$ cat config.mk
export PLATFORM = sky130hd
export DESIGN_NAME = nibble_packer
export DESIGN_NICKNAME = d
export VERILOG_FILES = /design/src/rtl/nibble_packer.sv
export SDC_FILE = /design/constraint.sdc
export NUM_CORES = 1
export LEC_CHECK = 0
export CORE_UTILIZATION = 30
export CTS_BUF_LIST = sky130_fd_sc_hd__clkbuf_8
export DETAILED_ROUTE_END_ITERATION = 12
export SETUP_SLACK_MARGIN = 0.2
export SYNTH_ARGS = -nofsm -noshare
export SYNTH_HDL_FRONTEND = slang
export SYNTH_SLANG_ARGS = --single-unit
export TNS_END_PERCENT = 50
$ cat constraint.sdc
create_clock -name clk -period 2.35 [get_ports clk]
set_clock_uncertainty 0.2 [all_clocks]
set_input_delay 0.47 -clock clk [delete_from_list [all_inputs] [get_ports clk]]
set_output_delay 0.47 -clock clk [all_outputs]
set_load 0.005 [all_outputs]
$ cat src/rtl/nibble_packer.sv
// Packs a stream of 4-bit nibbles into NIBBLES-wide words, first nibble in the top bits.
// Words close when full or on in_last; one output register with valid/ready handshake.
module nibble_packer #(
    parameter int unsigned NIBBLES = 4,
    parameter int unsigned W       = 4 * NIBBLES
) (
    input  logic                           clk,
    input  logic                           rst_n,
    input  logic [3:0]                     in_data,
    input  logic                           in_valid,
    input  logic                           in_last,
    output logic                           in_ready,
    output logic [W-1:0]                   out_data,
    output logic [$clog2(NIBBLES+1)-1:0]   out_count,
    output logic                           out_last,
    output logic                           out_valid,
    input  logic                           out_ready
);

    localparam int unsigned CntW = $clog2(NIBBLES);
    localparam int unsigned OcW  = $clog2(NIBBLES + 1);
    localparam int unsigned AccW = W - 4;
    localparam logic [CntW-1:0] CntLast = CntW'(NIBBLES - 1);

    logic [CntW-1:0] cnt_q, cnt_d;
    logic [AccW-1:0] acc_q, acc_d;
    logic [W-1:0]    out_data_q, out_data_d;
    logic [OcW-1:0]  out_count_q, out_count_d;
    logic            out_last_q, out_last_d;
    logic            out_valid_q, out_valid_d;

    logic            in_fire;
    logic            out_fire;
    logic            closing;
    logic [W-1:0]    word;
    logic [CntW-1:0] gap;

    // Ready depends only on the output register, never on the input side.
    assign in_ready = !out_valid_q || out_ready;
    assign in_fire  = in_valid && in_ready;
    assign out_fire = out_valid_q && out_ready;
    assign closing  = in_fire && (in_last || (cnt_q == CntLast));

    // Collected nibbles sit right-aligned; gap nibbles of shift left-align the word.
    assign word = {acc_q, in_data};
    assign gap  = CntLast - cnt_q;

    always_comb begin
        cnt_d       = cnt_q;
        acc_d       = acc_q;
        out_data_d  = out_data_q;
        out_count_d = out_count_q;
        out_last_d  = out_last_q;
        out_valid_d = out_valid_q;

        if (out_fire) begin
            out_valid_d = 1'b0;
        end

        if (in_fire) begin
            if (closing) begin
                out_data_d  = word << {gap, 2'b00};
                out_count_d = OcW'(cnt_q) + OcW'(1);
                out_last_d  = in_last;
                out_valid_d = 1'b1;
                cnt_d       = '0;
                acc_d       = '0;
            end else begin
                acc_d = (acc_q << 4) | AccW'(in_data);
                cnt_d = cnt_q + CntW'(1);
            end
        end
    end

    always_ff @(posedge clk or negedge rst_n) begin
        if (!rst_n) begin
            cnt_q       <= '0;
            acc_q       <= '0;
            out_data_q  <= '0;
            out_count_q <= '0;
            out_last_q  <= 1'b0;
            out_valid_q <= 1'b0;
        end else begin
            cnt_q       <= cnt_d;
            acc_q       <= acc_d;
            out_data_q  <= out_data_d;
            out_count_q <= out_count_d;
            out_last_q  <= out_last_d;
            out_valid_q <= out_valid_d;
        end
    end

    assign out_data  = out_data_q;
    assign out_count = out_count_q;
    assign out_last  = out_last_q;
    assign out_valid = out_valid_q;

endmodule

**After elaboration in Yosys (flattened, before gate mapping)**

Index checks and enable logic that the tools add are counted.

- Word-level logic and storage cells: 24
- Input bits: 9
- Register bits after elaboration: 35

- Equality and inequality tests: 1
- Add/subtract/negate cells: 3
- Shifts and indexed selects: 1
- Reductions and logical operators: 7
- Mux-type cells: 5
- Bitwise logic cells: 1

Operator list:

| operator | number |
|---|---|
| 16-bit by 4-bit left shift with 16-bit output | 1 |
| 12-bit 2-to-1 mux | 1 |
| 12-bit by 4-bit OR with 12-bit output | 1 |
| 2-bit by 1-bit adder with 3-bit output, second input constant | 1 |
| 1-bit logical AND | 3 |
| 1-bit 2-to-1 mux | 3 |
| 2-bit by 1-bit adder with 2-bit output, second input constant | 1 |
| 2-bit equality test, second input constant | 1 |
| 1-bit logical OR | 2 |
| 2-bit 2-to-1 mux | 1 |
| 2-bit AND reduction | 1 |
| 2-bit subtractor, first input constant | 1 |
| 1-bit zero test | 1 |

**Depth between registers and ports, before layout**

- Depth after elaboration: 6
- Gate-level depth with buffers: 5
- Mapped depth without buffers: 4

**Least setup slack after synthesis**

OpenSTA, ideal clock, no wires.

- Path type: reg-to-reg
- From: register cnt_q[0]
- To: register out_data_q[10] (netlist: out_data[10])
- Path buffers: 1
- Period minus slack after synthesis: 1.832 ns
- Slack: 0.518 ns
- Cell stages (with the launch flop): 5
- Arrival: 1.508 ns
- Path through: dfrtp_1 ha_1 o211ai_4 buf_6 mux2_2

- Word-level cells in the longest chain between the ends: 4
- Elaborated cells between the ends (all ways): 6
- Classes of those cells: add/sub: 1; eq/ne: 1; shift: 1; reduce/logical: 3

Ends and longest elaborated chain:

| what | line | text |
|---|---|---|
| from (decl) | 25 | `logic [CntW-1:0] cnt_q, cnt_d;` |
| from (signal assigned) | 84 | `cnt_q <= cnt_d;` |
| branches (longest 4 deep; another with 2-bit subtractor) | - |  |
| to (signal assigned) | 86 | `out_data_q <= out_data_d;` |
| to (decl) | 27 | `logic [W-1:0] out_data_q, out_data_d;` |

Parallel ways; which one is timed is not known.
A chain may end at the register's enable or synchronous reset.

**Worst setup path after layout**

- From: register cnt_q[0]
- To: register out_data_q[0] (netlist: out_data[0])

The elaborated chain is that of the path after synthesis.

==> key figures <==
Yosys
  – Synthesized cell area: around 0.0017 mm^2
  – Largest family of logic cells by synthesized area: multiplexers
  – Mux cell area share after synthesis: 0.238
  – Synth Warn #: 0
  – Distinct cells, synth: 23
  – Compound-Gate Fraction of Synth Area: 0.115
  – Post-synthesis register bit count: 35
  – Synthesized area per cell: 14.0 um^2
  – Total nets after synthesis: 128
  – Synth Area in Simple Gates: 0.0672
  – Xor/xnor cell area share of the yosys netlist: 0
  – Post-synthesis adder-cell area fraction: 0.00755
  – Post-synthesis instance total: roughly 120
  – Sequential element share of the synthesized area: 0.528

Floorplan
  – Initial Util: 0.319
  – Die area: a little under 0.006 mm^2
  – I/O pins: 31
  – Core Area: 0.00520 mm^2
  – Die width: between 70 and 80 um
  – Die Height: roughly 76 um
  – Row Count: 26

Power
  – Peak supply drop: 0.000337 V
  – Pwr Total: about 1.7 mW
  – Leakage power: between 0.9 and 1 nW
  – P per Cell Area: around 820 mW/mm^2

STA
  – Fmax: between 0.4 and 0.5 GHz
  – Final TNS setup: 0 ns
  – RSZ-0062 raised after global routing: no
  – Worst-margin pin slew: 0.733 ns
  – Final setup fails: 0
  – Final Critical Period: between 2 and 2.5 ns
  – Slew margin rel.: 0.509
  – Tcrit/Tclk final: 0.865
  – Final Hold Vio Count: 0
  – Pins Over Slew Limit: 0

Final layout
  – Fill count: a little over 500
  – Most common cell after layout, fill and taps aside: dfrtp_1
  – Share of cells above drive strength 1: 0.292
  – Area growth from synthesis to layout: 27.5%
  – Most frequent cells in the layout: dfrtp_1, clkdlybuf4s50_1, mux2_2
  – Multi-input combinational cell area: approximately 700 um^2
  – Ant diodes: 0
  – Sequential cell area: 876 um^2
  – NumNets Final: 165
  – Post-route cell area: 0.00211 mm^2

Global routing
  – First-pass GRT wire length: around 5600 um
  – Vias in the first global route: roughly 1200
  – All-Layer GR Usage: 0.122
  – Initial antenna violation count: 0
  – GRT Residual Overflow: 0
  – Largest net degree at the start of global routing: 36

Detailed routing
  – First-pass DRT Iterations: 4
  – DRT iter0 DRCs: between 60 and 70
  – Routed wire length: ~3300 um
  – Routed Antenna Nets: 0
  – Via density: 4.82
  – Routed vias: 1079
  – Wirelength per Cell: around 15 um
  – DRC: 0

Clocking
  – Clk_lat worst skew: between 0.2 and 0.3 ns
  – CTS tree: built
  – Clock Tree Buf Depth: 2
  – Clock root cell: clkbuf_8
  – Clock transition at the registers of the reported paths: roughly 0.070 ns
  – Htree depth: 2
  – CTS buffer count: 5
  – Post-CTS Hold Fix Bufs: 0
  – CTS Sinks: 35

Worst setup path
  – Critical Path RT: roughly 2.3 ns
  – Flop2flop setup slack: roughly 0.32 ns
  – CP max FO: 19
  – Crit end category: register
  – Worst Path Arrival: roughly 2.0 ns
  – Setup CP Type: reg -> reg
  – CP startpoint kind: register

Placement
  – Area after DPL: 0.00203 mm^2
  – Routability cong.: 0.721
  – HPWL after DPL: slightly above 2000 um
  – Port Buffers: 30

Outcome
  – Status: complete, no violations

Min path
  – Worst Hold Class: reg -> reg

Flow run
  – Max-cap violations: 0
==> what timing repair did <==
action / CTS / global route
resized for setup: 1 / 0
setup buffers: 1 / 0
endpoints found under the setup margin: 1 / 0
==> synthesized netlist by cell type, drive strengths merged <==
cell type	count	area, um^2
a22o	16	153
and3	4	25.0
buf	7	56.3
dfrtp	35	876
ha	1	12.5
inv	4	17.5
mux2	21	244
mux2i	15	150
nand2	4	15.0
nand3	1	5.00
nor2b	6	45.0
nor4	1	21.3
o211ai	1	21.3
o2bb2ai	1	8.76
o31ai	1	7.51
==> metrics by stage <==
step,std cells,hold slack (ns),setup WS (ns),utilization
2_1_floorplan,118,-0.0256,0.518,-
3_3_place_gp,217,0.278,0.0522,0.391
3_5_place_dp,217,0.280,0.00496,0.391
4_1_cts,224,0.304,0.302,0.406
5_1_grt,224,0.327,0.241,0.406
6_report,224,0.295,0.317,0.406
==> sequential cells by signal (all words and copies together) (netlist names) <==
signal and flops:
cnt_q 2, out_last 1, out_count 3, out_valid 1, out_data 16, acc_q 12
==> critical path, cell delays in order (launching register included) <==
cell and delay [ns]:
dfrtp_1 0.38, ha_1 0.28, o211ai_4 0.65, mux2_2 0.41
==> per-layer routing <==
layer,vias up,part of all wire,track usage
li1,499,-,-
met1,548,0.48,0.153
met2,25,0.46,0.197
met3,7,0.038,0.0311
met4,0,0.018,0.0558
met5,-,0,0
==> where the power goes <==
part / internal [mW] / total (mW) / leakage [nW] / switching [mW]
Combinational: 0.343 / 0.556 / 0.469 / 0.213
Sequential: 0.720 / 0.788 / 0.459 / 0.0678
Clock: 0.193 / 0.399 / 0.0413 / 0.206
Total: 1.26 / 1.74 / 0.970 / 0.487
==> cell families after synthesis <==
group	Yosys count
DFF	35
and+or+nand+nor	16
adders and majority gates	1
muxes	36
buffers and inverters	11
AOI/OAI and AO/OA	19
==> cell type report <==
class / instances / area share
Sequential cell: 35 / 0.414
Multi-Input combinational cell: 72 / 0.335
Timing Repair Buffer: 37 / 0.166
Tap cell: 70 / 0.0414
Clock buffer: 5 / 0.0326
Inverter: 4 / 0.00829
Clock inverter: 1 / 0.00178
==> worst paths after layout <==
check | depth (start not counted) | end | start
setup reg to reg | 3 | out_data[0] | cnt_q[0]
hold reg to reg | 1 | out_data[7] | out_data[7]
setup / recovery | 3 | out_data[0] | cnt_q[0]
max in group asynchronous | 2 | out_data[8] | rst_n
hold / removal | 1 | out_data[7] | out_data[7]
min in group asynchronous | 2 | cnt_q[1] | rst_n
No activity file was read; power rests on OpenSTA's default activity.
